## config.mk

```make
export PLATFORM = sky130hd
export DESIGN_NAME = ro_meas_ctrl
export DESIGN_NICKNAME = d
export VERILOG_FILES = /design/src/rtl/ro_meas_pkg.sv /design/src/rtl/ro_meas_ctrl_sync_edge_det.sv /design/src/rtl/ro_meas_ctrl.sv
export SDC_FILE = /design/constraint.sdc
export NUM_CORES = 1
export LEC_CHECK = 0
export CAP_MARGIN = 20
export CORE_AREA = 2 2 96 98
export CTS_CLUSTER_DIAMETER = 40
export CTS_CLUSTER_SIZE = 8
export DETAILED_ROUTE_END_ITERATION = 10
export DIE_AREA = 0 0 98 100
export PLACE_DENSITY_LB_ADDON = 0.1
export SLEW_MARGIN = 10
export SYNTH_ARGS = -nofsm -noshare
export SYNTH_HDL_FRONTEND = slang
export SYNTH_SLANG_ARGS = --single-unit
```

## constraint.sdc

```tcl
create_clock -name clk -period 3.8 [get_ports clk]
set_input_delay 0.57 -clock clk [delete_from_list [all_inputs] [get_ports clk]]
set_output_delay 0.57 -clock clk [all_outputs]
set_load 0.01 [all_outputs]
```

## src/rtl/ro_meas_pkg.sv

```systemverilog
// Shared types and default sizing for the ring-oscillator measurement controller.
package ro_meas_pkg;

  // Controller phases: oscillator off, warming up, counting, reporting.
  typedef enum logic [1:0] {
    ST_IDLE    = 2'd0,
    ST_SETTLE  = 2'd1,
    ST_MEASURE = 2'd2,
    ST_DONE    = 2'd3
  } ro_state_t;

  // Default window-length and edge-counter widths.
  localparam int WIN_W_DEF = 16;
  localparam int CNT_W_DEF = 16;

  // Default warm-up length. At least 3 clocks so the synchronizer and history
  // flops hold real oscillator samples before the first counted cycle.
  localparam int SETTLE_DEF = 4;

endpackage : ro_meas_pkg

```

## src/rtl/ro_meas_ctrl_sync_edge_det.sv

```systemverilog
// Brings the free-running oscillator output into the clk domain and flags each
// rising edge as a one-cycle pulse.
module sync_edge_det (
  input  logic clk,
  input  logic rst,
  input  logic d,
  output logic rise
);

  logic s1_q;
  logic s2_q;
  logic s3_q;

  // Two-flop synchronizer followed by a history flop for edge detection.
  always_ff @(posedge clk) begin
    // NOTE: sequential state is written with non-blocking assignments so every
    // flop samples the pre-edge value of its source; blocking assignments here
    // would collapse the chain into a single stage.
    if (rst) begin
      s1_q <= 1'b0;
      s2_q <= 1'b0;
      s3_q <= 1'b0;
    end else begin
      s1_q <= d;
      s2_q <= s1_q;
      s3_q <= s2_q;
    end
  end

  // Rising edge: synchronized sample is high, previous sample was low.
  assign rise = s2_q & ~s3_q;

endmodule : sync_edge_det

```

## src/rtl/ro_meas_ctrl.sv

```systemverilog
// Ring-oscillator measurement controller: enables the inverter chain, lets it
// settle, counts its rising edges over a programmable window of system clocks
// and reports the saturating count with a one-cycle done pulse.
module ro_meas_ctrl
  import ro_meas_pkg::*;
#(
  parameter int WIN_W  = WIN_W_DEF,
  parameter int CNT_W  = CNT_W_DEF,
  parameter int SETTLE = SETTLE_DEF
) (
  input  logic             clk,
  input  logic             rst,
  input  logic             start,
  input  logic [WIN_W-1:0] win_len,
  input  logic             ro_in,
  output logic             ro_en,
  output logic             busy,
  output logic             done,
  output logic [CNT_W-1:0] count,
  output logic             ovf
);

  // State encodings kept as plain vectors for tools that dislike enum ports.
  localparam logic [1:0] S_IDLE    = 2'(ST_IDLE);
  localparam logic [1:0] S_SETTLE  = 2'(ST_SETTLE);
  localparam logic [1:0] S_MEASURE = 2'(ST_MEASURE);
  localparam logic [1:0] S_DONE    = 2'(ST_DONE);

  // Settle counter only needs to reach SETTLE-1.
  localparam int SET_W = $clog2(SETTLE + 1);

  localparam logic [CNT_W-1:0] CNT_MAX     = {CNT_W{1'b1}};
  localparam logic [SET_W-1:0] SET_LAST    = SET_W'(SETTLE - 1);

  logic [1:0]       state_q,   state_d;
  logic [WIN_W-1:0] win_q,     win_d;
  logic [WIN_W-1:0] win_cnt_q, win_cnt_d;
  logic [SET_W-1:0] set_cnt_q, set_cnt_d;
  logic [CNT_W-1:0] acc_q,     acc_d;
  logic             sat_q,     sat_d;
  logic [CNT_W-1:0] count_q,   count_d;
  logic             ovf_q,     ovf_d;

  logic             rise;

  // Oscillator edge detector; runs continuously, edges are only used in MEASURE.
  sync_edge_det u_edge (
    .clk  (clk),
    .rst  (rst),
    .d    (ro_in),
    .rise (rise)
  );

  // Next-state logic for the FSM, counters, accumulator and result registers.
  always_comb begin
    // NOTE: every signal assigned in this block first takes its hold value so
    // that no path leaves it unassigned, which would otherwise infer a latch.
    state_d   = state_q;
    win_d     = win_q;
    win_cnt_d = win_cnt_q;
    set_cnt_d = set_cnt_q;
    acc_d     = acc_q;
    sat_d     = sat_q;
    count_d   = count_q;
    ovf_d     = ovf_q;

    case (state_q)
      S_IDLE: begin
        if (start) begin
          win_d     = win_len;
          acc_d     = '0;
          sat_d     = 1'b0;
          set_cnt_d = '0;
          state_d   = S_SETTLE;
        end
      end

      S_SETTLE: begin
        set_cnt_d = set_cnt_q + SET_W'(1);
        if (set_cnt_q == SET_LAST) begin
          win_cnt_d = '0;
          if (win_q == '0) begin
            // Empty window: report the freshly cleared accumulator.
            count_d = acc_q;
            ovf_d   = sat_q;
            state_d = S_DONE;
          end else begin
            state_d = S_MEASURE;
          end
        end
      end

      S_MEASURE: begin
        win_cnt_d = win_cnt_q + WIN_W'(1);
        if (rise) begin
          if (acc_q == CNT_MAX) begin
            sat_d = 1'b1;
          end else begin
            acc_d = acc_q + CNT_W'(1);
          end
        end
        if (win_cnt_q == win_q - WIN_W'(1)) begin
          // Capture the post-update value so an edge in the last window cycle counts.
          count_d = acc_d;
          ovf_d   = sat_d;
          state_d = S_DONE;
        end
      end

      S_DONE: begin
        state_d = S_IDLE;
      end

      default: begin
        state_d = S_IDLE;
      end
    endcase
  end

  // State registers; reset clears results as well, not just control.
  always_ff @(posedge clk) begin
    if (rst) begin
      state_q   <= S_IDLE;
      win_q     <= '0;
      win_cnt_q <= '0;
      set_cnt_q <= '0;
      acc_q     <= '0;
      sat_q     <= 1'b0;
      count_q   <= '0;
      ovf_q     <= 1'b0;
    end else begin
      state_q   <= state_d;
      win_q     <= win_d;
      win_cnt_q <= win_cnt_d;
      set_cnt_q <= set_cnt_d;
      acc_q     <= acc_d;
      sat_q     <= sat_d;
      count_q   <= count_d;
      ovf_q     <= ovf_d;
    end
  end

  // Outputs decoded directly from registered state, so they are glitch-free.
  assign ro_en = (state_q == S_SETTLE) || (state_q == S_MEASURE);
  assign busy  = (state_q != S_IDLE);
  assign done  = (state_q == S_DONE);
  assign count = count_q;
  assign ovf   = ovf_q;

endmodule : ro_meas_ctrl
```

After elaboration in Yosys (flattened, before gate mapping)
Index checks and enable logic that the tools add are counted.
{"block": "word_totals", "register_bits": 74, "in_bits": 20, "out_inout_bits": 20, "wordCells": 65}
{"block": "classes", "n_addsub": 4, "eq_ne": 10, "mux": 25, "bitwise": 2, "reduce_logical": 13}
{"cell": "16-bit two-way mux", "n": 7}
{"cell": "16-bit one-hot mux with 2 select lines", "n": 3}
{"cell": "16-bit by 1-bit adder with 16-bit output, second input constant", "n": 2}
{"cell": "16-bit equality test", "n": 1}
{"cell": "16-bit equality test, second input constant", "n": 1}
{"cell": "16-bit zero test", "n": 1}
{"cell": "16-bit by 1-bit subtractor with 16-bit output, second input constant", "n": 1}
{"cell": "2-bit != test, second input constant", "n": 4}
{"cell": "2-bit one-hot mux with 4 select lines", "n": 1}
{"cell": "2-bit AND reduction", "n": 4}
{"cell": "2-bit nonzero test", "n": 4}
{"cell": "1-bit two-way mux", "n": 7}
{"cell": "2-bit two-way mux", "n": 3}
{"cell": "3-bit one-hot mux with 2 select lines", "n": 1}
{"cell": "2-bit equality test, second input constant", "n": 2}
{"cell": "1-bit one-hot mux with 2 select lines", "n": 2}
{"cell": "4-bit AND reduction", "n": 1}
{"cell": "3-bit by 1-bit adder with 3-bit output, second input constant", "n": 1}
{"cell": "3-bit by 2-bit equality test with 1-bit output, second input constant", "n": 1}
{"cell": "3-bit two-way mux", "n": 1}
{"cell": "3-bit AND reduction", "n": 1}
{"cell": "2-bit by 1-bit equality test with 1-bit output, second input constant", "n": 1}
{"cell": "2-bit zero test", "n": 1}
{"cell": "1-bit AND", "n": 1}
{"cell": "2 further kinds", "n": 2}

Logic depth before layout (Yosys ltp)
{"block": "logic_depth", "ltp_word": 5, "depth_mapped": 12, "mapped_depth_nobuf": 9}

Modules after synthesis
From an unflattened synthesis, not the netlist that was laid out.
{"block": "hier_totals", "hier_cells": 589, "area_unflattened_um2": 4536.9}
{"mod": "ro_meas_ctrl", "n_inst": 1, "cells_per_inst": 582, "area_each_um2": 4449.3, "seq_area_each_um2": 1421.4}
{"mod": "sync_edge_det", "n_inst": 1, "cells_per_inst": 7, "area_each_um2": 87.6, "seq_area_each_um2": 60.1}

Worst setup path before layout
No wires, ideal clock.
{"block": "synth_path", "path_type": "register to register", "start": "register win_q[0]", "end": "register state_q[0]", "setup_ns": 0.058, "arrival_ns": 2.476, "required_ns": 3.742, "path_slack_ns": 1.266, "path_stages_with_launch": 13, "path_buffers": 3, "period_less_slack_ns": 2.534, "cell_sequence": "dfxtp_1 -> buf_2 -> inv_1 -> ha_1 -> or3b_4 -> o31ai_1 -> mux2i_1 -> nor4_2 -> a41o_1 -> buf_6 -> buf_12 -> a211oi_1 -> o21a_1"}
{"block": "synth_between", "elab_chain_len": 4, "elab_cells_between_ends": 8, "classes_between": "add/sub (1); eq/ne (2); mux (3); reduce/logical (2)"}
{"item": "from (decl)", "line_no": "ro_meas_ctrl.sv:36", "source": "logic [WIN_W-1:0] win_q, win_d;"}
{"item": "from (signal assigned)", "line_no": "ro_meas_ctrl.sv:133", "source": "win_q <= win_d;"}
{"item": "16-bit by 1-bit subtractor with 16-bit output or 16-bit zero test (tied branches)", "line_no": "ro_meas_ctrl.sv:102, ro_meas_ctrl.sv:82"}
{"item": "16-bit equality test or 1-bit two-way mux (tied branches)", "line_no": "ro_meas_ctrl.sv:102, ro_meas_ctrl.sv:82"}
{"item": "2-bit != test (no line) or 2-bit two-way mux (tied branches)"}
{"item": "3-bit AND reduction (no line) or 2-bit one-hot mux with 4 select lines (tied branches)"}
{"item": "to (signal assigned)", "line_no": "ro_meas_ctrl.sv:132", "source": "state_q <= state_d;"}
{"item": "to (decl)", "line_no": "ro_meas_ctrl.sv:35", "source": "logic [1:0] state_q, state_d;"}
Parallel ways exist; a longest one is shown, timed or not. The select of a mux whose other input is x is not followed.
A chain may end at the register's enable or synchronous reset.

Final worst setup path
{"block": "layout_path", "start": "register win_q[0]", "end": "register state_q[1]"}
{"block": "layout_between", "elab_chain_len": 4}
{"item": "16-bit by 1-bit subtractor with 16-bit output", "line_no": "ro_meas_ctrl.sv:102", "source": "if (win_cnt_q == win_q - WIN_W'(1)) begin"}
{"item": "16-bit equality test", "line_no": "ro_meas_ctrl.sv:102"}
{"item": "2-bit != test (no line)"}
{"item": "3-bit AND reduction (no line)"}
Every way passes these cells.

==> impl_metrics.csv <==
group,metric,value,unit
drt,avgRoutedWirePerCell,15.7,µm
worst_setup_path,crit_fanout,22,
clock_tree,clock_latency,360,ps
worst_setup_path,r2r_cells,10,
timing,finalHoldViolations,0,
timing,tns,0,ps
global_routing,grt_pass1_wl,17200,µm
timing,worst_slack,800,ps
synth,synth_top_family_by_area,"simple AND/OR/NAND/NOR gates",
run_status,status,"complete, no violations",
clock_tree,clock_path_buffers,2,
hold_path,min_path_type,"flip-flop to flip-flop",
power_and_ir_drop,ir_worst_vdd,0.294,mV
synth,yosysWarningCount,0,
synth,synth_edf_count,0,
timing,fmax,333,MHz
floorplanning,io_pins,40,
worst_setup_path,r2r_end,"state_q[1]",
run,cap_violations,0,
synth,synth-seq-cells,74,
global_routing,antenna_found_initial,0,
hold_path,min-delay-start,"u_edge.s1_q",
synth,syn_inst,525,
worst_setup_path,startpoint_type,"flip-flop",
floorplanning,dieArea,9800,µm²
global_routing,grt_pass1_vias,3550,
clock_tree,post_cts_resize_count,0,
timing,clock_skew,9.20,ps
placement,dp_slack,814,ps
clock_tree,clkTransAtPathRegs,80,ps
timing,min_period_over_period,78.9,%
finish,drive_gt1_share,8.82,%
power_and_ir_drop,powerDensity,536,nW/µm²
drt,vias,3688,
finish,area_growth,13.8,%
synth,synthArstFlopShare,0,%
drt,drc_errors,0,
finish,stdcell_count,655,
timing,relSlewSlack,36.0,%
timing,max_slew.worst_pin.slew,952,ps
synth,yosysSeqAreaShare,34.6,%
drt,drtAntennaViolNets,0,
clock_tree,ctsHoldBuffers,0,
finish,diodes,0,
finish,mostFrequentLayoutCells,"nand2_1, dfxtp_1, nor2_1, a21oi_1, clkdlybuf4s50_1",
worst_setup_path,crit_type,"flip-flop to flip-flop",
worst_setup_path,crit_arrival,3290,ps
synth,syn-num-nets,554,
timing,whs,450,ps
synth,ys.flop_type,"dfxtp_1",
worst_setup_path,ff2ff_setup_slack,800,ps
timing,post-route-min-period,3000,ps
power_and_ir_drop,p_leak,1.68,nW
hold_path,hold_path_depth,1,
hold_path,holdPathEnd,"u_edge.s2_q",
worst_setup_path,critPathCaptureType,"flip-flop",
drt,drt_first_iter_violations,121,
clock_tree,htree_levels,3,
worst_setup_path,startpoint,"win_q[0]",
synth,synth_adder_area_share,2.63,%
clock_tree,numCtsBuffers,9,
finish,final_nets,568,
floorplanning,die_h,100,µm
timing,drv_slew,0,
clock_tree,cts_tree,"yes",
floorplanning,rows,35,
worst_setup_path,crit_required,4090,ps
global_routing,grt_util_all_layers,21.7,%
floorplanning,start_util,48.2,%
synth,synth_xor_area_share,8.50,%
synth,synth_area_per_cell,8.16,µm²
clock_tree,postCtsSetupRepairBufs,0,
drt,drt_pass1_iterations,4,
timing,setup_viol,0,
placement,hpwl,7410,µm
floorplanning,die_w,98,µm
placement,gp_congestion,0.902,
placement,placed_cells,639,
synth,synthSimpleGateAreaFrac,24.5,%
clock_tree,root_buffer,"clkbuf_8",
placement,io_buffers,39,
synth,synth.distinct_cells,59,
floorplanning,coreArea,8890,µm²
synth,synthMuxAreaShare,2.86,%
worst_setup_path,r2r_start,"win_q[0]",
synth,synth_compound_area_share,21.5,%
finish,final_common_cell,"nand2_1",
synth,synth_area,4280,µm²
global_routing,grt_max_degree,37,
clock_tree,cts_sinks,74,
power_and_ir_drop,finalPower,0.00261,W
timing,rsz0062_at_grt,"false",
drt,vias_per_cell,5.63,
drt,totalWireLength,10300,µm
global_routing,grt_overflow,0,
==> sequential cells by signal (all words and copies together) (netlist names) <==
register,cells
u_edge.s1_q,1
set_cnt_q,3
ovf,1
acc_q,16
u_edge.s2_q,1
count,16
win_q,16
sat_q,1
win_cnt_q,16
state_q,2
u_edge.s3_q,1
==> cells by family after synthesis <==
family	count (synthesis)
xor gates and xnor gates	40
and+or+nand+nor	210
DFF	74
muxes	12
AOI/OAI and AO/OA	130
buffers and inverters	50
adders and majority gates	9
==> cells in the mapped netlist (all sizes together) (8+ instances only) <==
library cell | number | area (µm²)
a21oi | 47 | 265
a311oi | 15 | 181
and3 | 8 | 50.1
buf | 15 | 101
clkbuf | 26 | 97.6
dfxtp | 74 | 1480
ha | 9 | 113
inv | 9 | 33.8
mux2i | 10 | 100
nand2 | 76 | 285
nand2b | 9 | 56.3
nand3 | 12 | 60.1
nand4 | 13 | 81.3
nor2 | 42 | 158
nor2b | 9 | 56.3
nor3 | 12 | 60.1
o21ai | 23 | 115
xnor2 | 16 | 140
xor2 | 23 | 201
==> cell type report <==
cell class	count	area [µm²]
Clock inverter	3	45.0
Inverter	9	33.8
Tap cell	111	139
Fill cell	869	4020
Multi-Input combinational cell	401	2570
Timing Repair Buffer	44	423
Clock buffer	13	179
Sequential cell	74	1480
==> critical path, cell delays in order, from the launching register on <==
cell     delay [ps]
dfxtp_1         370
inv_1            80
ha_1            200
or3b_4          430
o31ai_1         280
mux2i_1         160
nor4_2          310
a41o_1          330
buf_4           340
and3_1          250
mux2i_1         180
==> power by group <==
part           total (W)  internal, W  switching, W
Sequential      0.000948     0.000854     0.0000940
Clock           0.000679     0.000375      0.000304
Combinational   0.000987     0.000413      0.000574
Total            0.00261      0.00164      0.000972
==> through the flow <==
step / util [%] / cell area [µm²]
finish: 54.8 / 4870
floorplan: - / 4280
CTS: 54.8 / 4870
global route: 54.8 / 4870
global placement: 52.3 / 4650
detailed placement: 52.3 / 4650
==> how the worst max path moves through the flow <==
stage,end,slack (ps),cells past startpoint
3_5_place_dp,state_q[1],810,10
4_1_cts,state_q[1],790,10
2_1_floorplan,state_q[0],1270,12
3_3_place_gp,state_q[1],910,8
6_report,state_q[1],800,10
5_1_grt,count[1],610,10
==> per-layer routing <==
| layer | track usage [%] | share of wire, % | up-vias | routed length, µm |
|---|---|---|---|---|
| met5 | 0 | 0 | - | 0 |
| met4 | 6.94 | 1.4 | 0 | 143 |
| met3 | 4.11 | 3.1 | 12 | 315 |
| met2 | 37.9 | 50 | 55 | 5110 |
| met1 | 27.3 | 46 | 1717 | 4710 |
| li1 | - | - | 1904 | - |
No activity file was read; power rests on OpenSTA's default activity.
